**src/rtl/line_buffer_pkg.sv**
```systemverilog
// Shared types and constants for the line-buffer frame scheduler.
package line_buffer_pkg;

    localparam int unsigned CNT_W  = 16;
    localparam int unsigned RD_LAT = 1;

    typedef enum logic [2:0] {
        IDLE   = 3'd0,
        SOF    = 3'd1,
        STREAM = 3'd2,
        DRAIN  = 3'd3,
        DONE   = 3'd4
    } state_e;

    function automatic int unsigned frame_len(input int unsigned x, input int unsigned y);
        return x * y;
    endfunction

endpackage

```
**src/rtl/line_buffer_frame_scheduler_if.sv**
```systemverilog
// Feature-memory / line-buffer side of the scheduler; master = scheduler.
interface line_buffer_frame_scheduler_if #(
    parameter int unsigned ADDR_W = 16
) ();

    logic              pe_ready;
    logic              lb_output_valid;
    logic              mem_rd_en;
    logic [ADDR_W-1:0] mem_addr;
    logic              lb_sof;
    logic              lb_input_valid;

    modport master (
        input  pe_ready, lb_output_valid,
        output mem_rd_en, mem_addr, lb_sof, lb_input_valid
    );

    modport slave (
        output pe_ready, lb_output_valid,
        input  mem_rd_en, mem_addr, lb_sof, lb_input_valid
    );

endinterface

```
**src/rtl/frame_addr_gen.sv**
```systemverilog
// Read counter, channel index and registered feature-memory address.
module frame_addr_gen
    import line_buffer_pkg::*;
#(
    parameter int unsigned INPUT_Y   = 3,
    parameter int unsigned INPUT_X   = 3,
    parameter int unsigned ADDR_W    = 16,
    parameter int unsigned BASE_ADDR = 0
) (
    input  logic              clk,
    input  logic              rst,
    input  logic              advance,
    input  logic              clear,
    input  logic              next_ch,
    output logic [ADDR_W-1:0] mem_addr,
    output logic [CNT_W-1:0]  ch_idx,
    output logic              last_rd
);

    localparam int unsigned N = frame_len(INPUT_X, INPUT_Y);

    logic [CNT_W-1:0]  rd_cnt_q, rd_cnt_d;
    logic [CNT_W-1:0]  ch_idx_q, ch_idx_d;
    logic [ADDR_W-1:0] mem_addr_q, mem_addr_d;

    // clear starts a new layer; next_ch rewinds the pixel count for the next channel
    always_comb begin
        rd_cnt_d   = rd_cnt_q;
        ch_idx_d   = ch_idx_q;
        mem_addr_d = mem_addr_q;
        if (clear) begin
            rd_cnt_d = '0;
            ch_idx_d = '0;
        end else if (next_ch) begin
            rd_cnt_d = '0;
            ch_idx_d = ch_idx_q + CNT_W'(1);
        end else if (advance) begin
            rd_cnt_d   = rd_cnt_q + CNT_W'(1);
            mem_addr_d = ADDR_W'(BASE_ADDR + 32'(ch_idx_q) * N + 32'(rd_cnt_q));
        end
    end

    always_ff @(posedge clk or negedge rst) begin
        if (!rst) begin
            rd_cnt_q   <= '0;
            ch_idx_q   <= '0;
            mem_addr_q <= '0;
        end else begin
            rd_cnt_q   <= rd_cnt_d;
            ch_idx_q   <= ch_idx_d;
            mem_addr_q <= mem_addr_d;
        end
    end

    assign mem_addr = mem_addr_q;
    assign ch_idx   = ch_idx_q;
    assign last_rd  = (rd_cnt_q == CNT_W'(N - 1));

endmodule

```
**src/rtl/line_buffer_frame_scheduler.sv**
```systemverilog
// Streams each channel of a feature map through the 3x3 line buffer, then waits for it to drain.
// Optional SCHED_WATCHDOG_EN adds a DRAIN timeout with sticky err_timeout.
module line_buffer_frame_scheduler
    import line_buffer_pkg::*;
#(
    parameter int unsigned INPUT_Y   = 3,
    parameter int unsigned INPUT_X   = 3,
    parameter int unsigned NUM_CH    = 2,
    parameter int unsigned ADDR_W    = 16,
    parameter int unsigned BASE_ADDR = 0
) (
    input  logic                          clk,
    input  logic                          rst,
    input  logic                          start,
    line_buffer_frame_scheduler_if.master lb_if,
    output logic [CNT_W-1:0]              ch_idx,
    output logic                          busy,
    output logic                          frame_done,
    output logic                          done
`ifdef SCHED_WATCHDOG_EN
    ,
    output logic                          err_timeout
`endif
);

    localparam int unsigned      N       = frame_len(INPUT_X, INPUT_Y);
    localparam logic [CNT_W-1:0] N_CNT   = CNT_W'(N);
    localparam logic [CNT_W-1:0] LAST_CH = CNT_W'(NUM_CH - 1);

    state_e             state_q, state_d;
    logic               busy_q, busy_d;
    logic               frame_done_q, frame_done_d;
    logic               done_q, done_d;
    logic               lb_sof_q, lb_sof_d;
    logic               mem_rd_en_q, mem_rd_en_d;
    logic [RD_LAT-1:0]  rd_pipe_q, rd_pipe_d;
    logic [CNT_W-1:0]   out_cnt_q, out_cnt_d;
    logic               advance, clear, next_ch, last_rd, in_flight;
    logic [ADDR_W-1:0]  mem_addr;

`ifdef SCHED_WATCHDOG_EN
    localparam logic [CNT_W-1:0] WDOG_LIMIT = CNT_W'(4 * N);
    logic [CNT_W-1:0] wdog_q, wdog_d;
    logic             err_q, err_d;
`endif

    frame_addr_gen #(
        .INPUT_Y  (INPUT_Y),
        .INPUT_X  (INPUT_X),
        .ADDR_W   (ADDR_W),
        .BASE_ADDR(BASE_ADDR)
    ) u_addr_gen (
        .clk     (clk),
        .rst     (rst),
        .advance (advance),
        .clear   (clear),
        .next_ch (next_ch),
        .mem_addr(mem_addr),
        .ch_idx  (ch_idx),
        .last_rd (last_rd)
    );

    // a read is in flight until its pixel has left the memory pipe
    assign in_flight = mem_rd_en_q | (|rd_pipe_q);

    always_comb begin
        state_d      = state_q;
        busy_d       = busy_q;
        frame_done_d = 1'b0;
        done_d       = 1'b0;
        lb_sof_d     = 1'b0;
        mem_rd_en_d  = 1'b0;
        out_cnt_d    = out_cnt_q;
        advance      = 1'b0;
        clear        = 1'b0;
        next_ch      = 1'b0;
        rd_pipe_d    = RD_LAT'({rd_pipe_q, mem_rd_en_q});
`ifdef SCHED_WATCHDOG_EN
        err_d  = err_q;
        wdog_d = '0;
        if (state_q == DRAIN)
            wdog_d = lb_if.lb_output_valid ? '0 : wdog_q + CNT_W'(1);
`endif
        if ((state_q == STREAM || state_q == DRAIN) && lb_if.lb_output_valid && out_cnt_q != N_CNT)
            out_cnt_d = out_cnt_q + CNT_W'(1);

        case (state_q)
            IDLE: begin
                if (start) begin
                    state_d  = SOF;
                    busy_d   = 1'b1;
                    lb_sof_d = 1'b1;
                    clear    = 1'b1;
`ifdef SCHED_WATCHDOG_EN
                    err_d    = 1'b0;
`endif
                end
            end
            SOF: begin
                out_cnt_d = '0;
                state_d   = STREAM;
            end
            STREAM: begin
                if (lb_if.pe_ready) begin
                    advance     = 1'b1;
                    mem_rd_en_d = 1'b1;
                    if (last_rd) state_d = DRAIN;
                end
            end
            DRAIN: begin
                // waiting for in_flight keeps the next sof clear of the last pixel
                if (out_cnt_q == N_CNT && !in_flight) begin
                    frame_done_d = 1'b1;
                    if (ch_idx == LAST_CH) begin
                        state_d = DONE;
                    end else begin
                        next_ch  = 1'b1;
                        lb_sof_d = 1'b1;
                        state_d  = SOF;
                    end
                end
`ifdef SCHED_WATCHDOG_EN
                else if (wdog_d == WDOG_LIMIT) begin
                    err_d   = 1'b1;
                    state_d = DONE;
                end
`endif
            end
            DONE: begin
                done_d  = 1'b1;
                busy_d  = 1'b0;
                state_d = IDLE;
            end
            default: state_d = IDLE;
        endcase
    end

    always_ff @(posedge clk or negedge rst) begin
        if (!rst) begin
            state_q      <= IDLE;
            busy_q       <= 1'b0;
            frame_done_q <= 1'b0;
            done_q       <= 1'b0;
            lb_sof_q     <= 1'b0;
            mem_rd_en_q  <= 1'b0;
            rd_pipe_q    <= '0;
            out_cnt_q    <= '0;
`ifdef SCHED_WATCHDOG_EN
            wdog_q       <= '0;
            err_q        <= 1'b0;
`endif
        end else begin
            state_q      <= state_d;
            busy_q       <= busy_d;
            frame_done_q <= frame_done_d;
            done_q       <= done_d;
            lb_sof_q     <= lb_sof_d;
            mem_rd_en_q  <= mem_rd_en_d;
            rd_pipe_q    <= rd_pipe_d;
            out_cnt_q    <= out_cnt_d;
`ifdef SCHED_WATCHDOG_EN
            wdog_q       <= wdog_d;
            err_q        <= err_d;
`endif
        end
    end

    assign lb_if.mem_rd_en      = mem_rd_en_q;
    assign lb_if.mem_addr       = mem_addr;
    assign lb_if.lb_sof         = lb_sof_q;
    assign lb_if.lb_input_valid = rd_pipe_q[RD_LAT-1];
    assign busy                 = busy_q;
    assign frame_done           = frame_done_q;
    assign done                 = done_q;
`ifdef SCHED_WATCHDOG_EN
    assign err_timeout          = err_q;
`endif

endmodule

```
**src/flat_wrapper.sv**
```systemverilog
// flat-port wrapper written by rule: the top's interface ports become plain ports
module line_buffer_frame_scheduler_flat import line_buffer_pkg::*;
#(
    parameter int unsigned INPUT_Y   = 3,
    parameter int unsigned INPUT_X   = 3,
    parameter int unsigned NUM_CH    = 2,
    parameter int unsigned ADDR_W    = 16,
    parameter int unsigned BASE_ADDR = 0
)
  (clk, rst, start, ch_idx, busy, frame_done, done, lb_if_pe_ready, lb_if_lb_output_valid, lb_if_mem_rd_en, lb_if_mem_addr, lb_if_lb_sof, lb_if_lb_input_valid);
  line_buffer_frame_scheduler_if #(.ADDR_W(ADDR_W)) lb_if_i ();
  input  logic clk;
  input  logic rst;
  input  logic start;
  output logic [CNT_W-1:0] ch_idx;
  output logic busy;
  output logic frame_done;
  output logic done;
  input wire logic [$bits(lb_if_i.pe_ready)-1:0] lb_if_pe_ready;
  input wire logic [$bits(lb_if_i.lb_output_valid)-1:0] lb_if_lb_output_valid;
  output wire logic [$bits(lb_if_i.mem_rd_en)-1:0] lb_if_mem_rd_en;
  output wire logic [$bits(lb_if_i.mem_addr)-1:0] lb_if_mem_addr;
  output wire logic [$bits(lb_if_i.lb_sof)-1:0] lb_if_lb_sof;
  output wire logic [$bits(lb_if_i.lb_input_valid)-1:0] lb_if_lb_input_valid;
  assign lb_if_i.pe_ready = lb_if_pe_ready;
  assign lb_if_i.lb_output_valid = lb_if_lb_output_valid;
  assign lb_if_mem_rd_en = lb_if_i.mem_rd_en;
  assign lb_if_mem_addr = lb_if_i.mem_addr;
  assign lb_if_lb_sof = lb_if_i.lb_sof;
  assign lb_if_lb_input_valid = lb_if_i.lb_input_valid;
  line_buffer_frame_scheduler #(.INPUT_Y(INPUT_Y), .INPUT_X(INPUT_X), .NUM_CH(NUM_CH), .ADDR_W(ADDR_W), .BASE_ADDR(BASE_ADDR)) u_core (.clk(clk), .rst(rst), .start(start), .lb_if(lb_if_i), .ch_idx(ch_idx), .busy(busy), .frame_done(frame_done), .done(done));
endmodule
```
**config.mk**
```make
export PLATFORM = sky130hd
export DESIGN_NAME = line_buffer_frame_scheduler_flat
export DESIGN_NICKNAME = d
export VERILOG_FILES = /design/src/rtl/line_buffer_pkg.sv /design/src/rtl/line_buffer_frame_scheduler_if.sv /design/src/rtl/frame_addr_gen.sv /design/src/rtl/line_buffer_frame_scheduler.sv /design/src/flat_wrapper.sv
export SDC_FILE = /design/constraint.sdc
export NUM_CORES = 1
export LEC_CHECK = 0
export BUFFER_PORTS_ARGS = -buffer_cell sky130_fd_sc_hd__buf_2
export CORE_MARGIN = 10
export CORE_UTILIZATION = 55
export CTS_BUF_LIST = sky130_fd_sc_hd__clkbuf_4 sky130_fd_sc_hd__clkbuf_8 sky130_fd_sc_hd__clkbuf_16
export CTS_CLUSTER_DIAMETER = 80
export DETAILED_ROUTE_END_ITERATION = 12
export PLACE_DENSITY_LB_ADDON = 0.2
export SYNTH_ARGS = -nofsm -noshare
export SYNTH_HDL_FRONTEND = slang
export SYNTH_SLANG_ARGS = --single-unit
export TNS_END_PERCENT = 1
```
**constraint.sdc**
```tcl
create_clock -name clk -period 3.15 [get_ports clk]
set_input_delay 0.4725 -clock clk [delete_from_list [all_inputs] [get_ports clk]]
set_output_delay 0.4725 -clock clk [all_outputs]
set_load 0.01 [all_outputs]
```
* After elaboration in Yosys (flattened, before gate mapping)
Index checks and enable logic that the tools add are counted.
** Cells by class
- $add $sub $neg :: 4
- Multipliers :: 1
- Div/mod/pow operators :: 0
- $lt $le $gt $ge :: 0
- Eq/ne operators :: 12
- Shift operators :: 0
- Muxes and demuxes :: 26
- Bitwise operators :: 3
- Reduce and logical (&&, ||, !) cells :: 13
** Operators with widths (count)
- 2-to-1 mux 16 bit :: 7
- adder 16 x 1 -> 16 bit (second input constant) :: 3
- == test 16 x 4 -> 1 bit (second input constant) :: 2
- adder 16 bit :: 1
- == test 16 x 1 -> 1 bit (second input constant) :: 1
- multiplier 16 x 4 -> 16 bit (second input constant) :: 1
- != test 16 x 4 -> 1 bit (second input constant) :: 1
- 2-to-1 mux 3 bit :: 5
- case mux 3 bit (4 select lines) :: 1
- 2-to-1 mux 1 bit :: 11
- == test 3 x 2 -> 1 bit (second input constant) :: 2
- != test 2 bit (second input constant) :: 3
- nonzero test 2 bit :: 3
- case mux 1 bit (2 select lines) :: 2
- AND reduction 4 bit :: 1
- == test 3 x 1 -> 1 bit (second input constant) :: 1
- == test 3 bit (second input constant) :: 1
- logical AND 1 bit :: 3
- logical NOT 3 bit :: 1
- AND reduction 3 bit :: 1
- nonzero test 3 bit :: 1
- != test 2 x 1 -> 1 bit (second input constant) :: 1
- inverter 1 bit :: 2
- AND reduction 2 bit :: 1
- 3 further kinds :: 3
** Storage, ports and cells
- Register bits :: 73
- Latch bits :: 0
- Memory bits (writable) :: 0
- ROM bits :: 0
- Logic and storage cells :: 70
- Memories kept :: 0

* Logic depth before layout (Yosys ltp)
- Depth after elaboration :: 7
- Mapped depth :: 11
- Depth with buffers taken out :: 11

* Hierarchy
Synthesis repeated with hierarchy kept, for this count alone.
** Unflattened totals
- Cell total of the unflattened synthesis :: 525
- Area total of the unflattened synthesis :: 4822.1 µm²
** Modules (own cells, without submodules)
- frame_addr_gen :: times used 1, cells each 391, area an instance 3514.6 µm²
- line_buffer_frame_scheduler :: times used 1, cells each 134, area an instance 1307.5 µm²

* Least setup slack after synthesis
Ideal clock, no wire load.
- Path type :: reg2reg
- From :: register u_core.u_addr_gen.ch_idx_q[2], in the netlist u_core.u_addr_gen.ch_idx[2]
- To :: register u_core.u_addr_gen.mem_addr_q[12], in the netlist u_core.u_addr_gen.mem_addr[12]
- Arrival :: 2.615 ns
- Path slack :: 0.400 ns
- Cell stages (with the launch flop) :: 10
- Buffers on the path :: 0
- Cell sequence :: dfrtp_1 -> ha_1 -> fa_1 -> ha_1 -> o21a_1 -> o21ai_0 -> o21bai_1 -> a311oi_1 -> xor2_1 -> o21ai_0
** On the way
- Longest elaborated chain between the ends :: 6
** RTL lines
- from (decl) :: line frame_addr_gen.sv:23 : logic [CNT_W-1:0] ch_idx_q, ch_idx_d;
- from (signal assigned) :: line frame_addr_gen.sv:50 : ch_idx_q <= ch_idx_d;
- parallel branches: the longest is 6 deep, another holds multiplier 16 x 4 -> 16 bit
- to (signal assigned) :: line frame_addr_gen.sv:51 : mem_addr_q <= mem_addr_d;
- to (decl) :: line frame_addr_gen.sv:24 : logic [ADDR_W-1:0] mem_addr_q, mem_addr_d;
Several ways; the timed one is not identified.
A chain may end at the register's enable or synchronous reset.

* Worst setup path after layout
- From :: register u_core.u_addr_gen.ch_idx_q[5], in the netlist u_core.u_addr_gen.ch_idx[5]
- To :: register u_core.u_addr_gen.mem_addr_q[13], in the netlist u_core.u_addr_gen.mem_addr[13]
Same word-level chain as after synthesis.

==> results.md <==
- Total Power: ~3.7 mW
- Instance count on the critical path: 9
- First-pass GRT wire length: around 18 mm
- Worst Path Max Fanout: 7
- DRC: 0
- Setup crit end: u_core.u_addr_gen.mem_addr[13]
- Synthesized area: 0.00469 mm^2
- H-Tree Depth: 3
- Worst R2R Path Depth: 9
- Synthesized area per cell: 9.44 um^2
- Placed cells: between 600 and 700
- Post-layout util: 63.8%
- Gpl congestion: roughly 0.9
- Post-CTS setup buffer count: 0
- Synth async-reset ratio: 100%
- Min cycle time layout: 2.90 ns
- Vias in the first global route: around 3,700
- FF-to-FF Start: u_core.u_addr_gen.ch_idx[5]
- Cell Rows: 33
- Die ar.: 0.0126 mm^2
- Via density: between 5 and 6
- HPWL reported at the end of detailed placement: ~7.8 mm
- #FFs+latches synth: 73
- Syn Nets: 550
- Post_cts resized: 0
- Leakage power: about 2.6 nW
- Worst path slowest cell: fa_1
- Reg2reg end: u_core.u_addr_gen.mem_addr[13]
- Highest Signal Layer: met4
- Setup Skew: between 0.01 and 0.015 ns
- Kind of cell adding the most delay to the critical path: adder cells
- Cells after synthesis: between 400 and 500
- Area of the multi-input gates: ~0.0026 mm^2
- Total CTS buffers: 9
- Via count: between 3,000 and 4,000
- TritonCTS clock tree: yes
- Pwr dens: roughly 700 mW/mm^2
- Nets@finish: between 600 and 700
- Clock-pin slew on the worst setup and hold paths: about 0.080 ns
- Register area: around 0.0018 mm^2
- Final TNS setup: 0 ns
- M1 WL: 4.32 mm
- Area growth, synth to finish: 12.3%
- Startpoint Class: flip-flop
- Reg2reg setup slack: 0.25 ns
- Port bufs: 42
- Sink Count: 73
- Max-slew headroom: around 37%
- WL/cell: between 15 and 20 um
- # diodes: 0
- 1st-iter DRT viols: 150
- Initial Util: around 57%
- Die Width: around 110 um
- Final ANT Viol Nets: 0
- Largest net degree at the start of global routing: 74
- Fillers: about 720
- Critical Path Sink Type: flip-flop
- Hold Vio Cnt, Final: 0
- Initial antenna violation count: 0
- Synth unique cells: 52
- Max stage delay on crit path: between 0.4 and 0.5 ns
- MaxCap Viol Count: 0
- WS Path Type: reg -> reg
- Clk buf depth: 2
- Bufs and invs on worst path: 0
- Share of post-route cells with drive strength above 1: between 10% and 20%
- Status: completed
- Max frequency: roughly 0.34 GHz
- Fin cells: 662
- Met3 wirelength from detailed routing: between 400 and 500 um
- Post-synth EDFFs: 0
- Core area: between 0.008 and 0.009 mm^2
- Root Buffer: clkbuf_8
- Endpoints failing setup: 0
- Crit path launch: u_core.u_addr_gen.ch_idx[5]
- Total iterations of the first detailed-routing run: 4
- Gr usage total: roughly 17%
- RSZ-0062 raised after global routing: false
- Worst VDD drop: 392 uV
- Final period utilization: a little over 90%
- Post-CTS Hold Buffers: 0
- Synth Flop Type: dfrtp_1
- Share of the yosys chip area belonging to registers: just under 40%
- Slew @ Worst Pin: between 0.9 and 1 ns
- Worst-Skew Late Latency: approximately 0.35 ns
- Ports: between 40 and 50
- Final Max Tran Viols: 0
- Chip height: roughly 110 um
- Total routed wirelength: between 10 and 15 mm
- Met2 wire len: between 5 and 6 mm
- Critical Path RT: 3.38 ns
- Syn. warnings: 0
- CP arrival: ~3.1 ns
- Crit-path cells: ha_1 > fa_1 > ha_1 > and2_1 > o21ai_0 > nand4b_1 > a41oi_1 > xnor2_1 > o21ai_0
- Worst hold path type: in -> async
- GRT Residual Overflow: 0
==> worst min path at each step <==
stage,startpoint,end,slack (ns),depth (start not counted)
after floorplan,rst,u_core.busy,0.18,0
after global placement,u_core.lb_if.mem_rd_en,u_core.lb_if.lb_input_valid,0.43,0
after detailed placement,u_core.lb_if.mem_rd_en,u_core.lb_if.lb_input_valid,0.42,0
after CTS,rst,u_core.u_addr_gen.mem_addr[15],0.29,1
after global routing,rst,u_core.u_addr_gen.mem_addr[15],0.31,1
final,rst,u_core.u_addr_gen.mem_addr[15],0.23,1
==> flip-flops by register name (all words and copies together) (netlist names) <==
register and count:
u_core.out_cnt_q 16, u_core.lb_if.mem_rd_en 1, u_core.frame_done 1, u_core.lb_if.lb_sof 1, u_core.state_q 3, u_core.u_addr_gen.mem_addr 16
u_core.lb_if.lb_input_valid 1, u_core.busy 1, u_core.done 1, u_core.u_addr_gen.ch_idx 16, u_core.u_addr_gen.rd_cnt_q 16
==> synth_stat cells (2+ instances only) <==
library cell | instances | area (um^2)
clkbuf_1 | 7 | 26.3
dfrtp_1 | 73 | 1830
o21ai_0 | 29 | 145
inv_1 | 46 | 173
o21bai_1 | 3 | 22.5
fa_1 | 12 | 240
and4_1 | 4 | 35.0
buf_2 | 2 | 10.0
xnor2_1 | 26 | 228
o2111ai_1 | 2 | 17.5
or3_1 | 5 | 31.3
a311oi_1 | 2 | 17.5
a21oi_1 | 10 | 50.1
nor2_1 | 57 | 214
nand2b_1 | 4 | 25.0
nand2_1 | 45 | 169
and3_1 | 11 | 68.8
nand4_1 | 22 | 138
and3_4 | 2 | 22.5
nor3b_1 | 2 | 15.0
a21o_1 | 3 | 22.5
nor4b_1 | 4 | 35.0
o21a_1 | 3 | 22.5
nor2b_1 | 2 | 12.5
nor3_1 | 9 | 45.0
nand3_1 | 8 | 40.0
and2_1 | 3 | 18.8
xor2_1 | 27 | 236
a211oi_1 | 5 | 37.5
inv_2 | 2 | 7.51
nor4_1 | 9 | 56.3
a31oi_1 | 3 | 18.8
ha_1 | 36 | 450
==> metal layers <==
layer | vias up | GRT usage (%)
li1 | 1832 | -
met1 | 1777 | 19.6
met2 | 80 | 28.5
met3 | 21 | 3.14
met4 | 0 | 8.29
met5 | - | 0
==> cell usage in the layout (no fill, tap or decap), drive strengths merged, types with 10 or more instances in the layout <==
master,n
nand4,24
nor2,58
xor2,27
nand2,45
buf,55
inv,48
xnor2,26
fa,12
o21ai,29
and3,13
nor3,11
clkbuf,13
a21oi,10
dfrtp,73
ha,36
nor4,10
==> where the power goes <==
| part | internal [mW] | switching [mW] |
|---|---|---|
| sequential | 1.17 | 0.229 |
| clock | 0.343 | 0.336 |
| combinational | 0.673 | 0.948 |
| total | 2.19 | 1.51 |
==> layout make-up <==
class	count	area share (%)
multi-input combinational	366	50.1
sequential	73	34.7
timing repair buffer	55	5.89
inverter	48	3.42
clock buffer	13	3.16
tap	105	2.49
clock inverter	2	0.261
==> logic make-up after synthesis <==
| group | synth area share [%] |
|---|---|
| and+or+nand+nor | 23.0 |
| DFF | 39.0 |
| AOI/OAI and AO/OA | 8.65 |
| buffers and inverters | 4.78 |
| xor gates and xnor gates | 9.90 |
| adders and majority gates | 14.7 |
==> per-stage QoR <==
stage | hold slack (ns) | cell area, um^2 | setup WS, ns
final | 0.229 | 5270 | 0.248
after global routing | 0.306 | 5270 | 0.0222
after CTS | 0.289 | 5270 | 0.261
after detailed placement | 0.424 | 5090 | 0.274
after global placement | 0.431 | 5090 | 0.325
after floorplan | 0.177 | 4690 | 0.400
No activity file was read; power rests on OpenSTA's default activity.
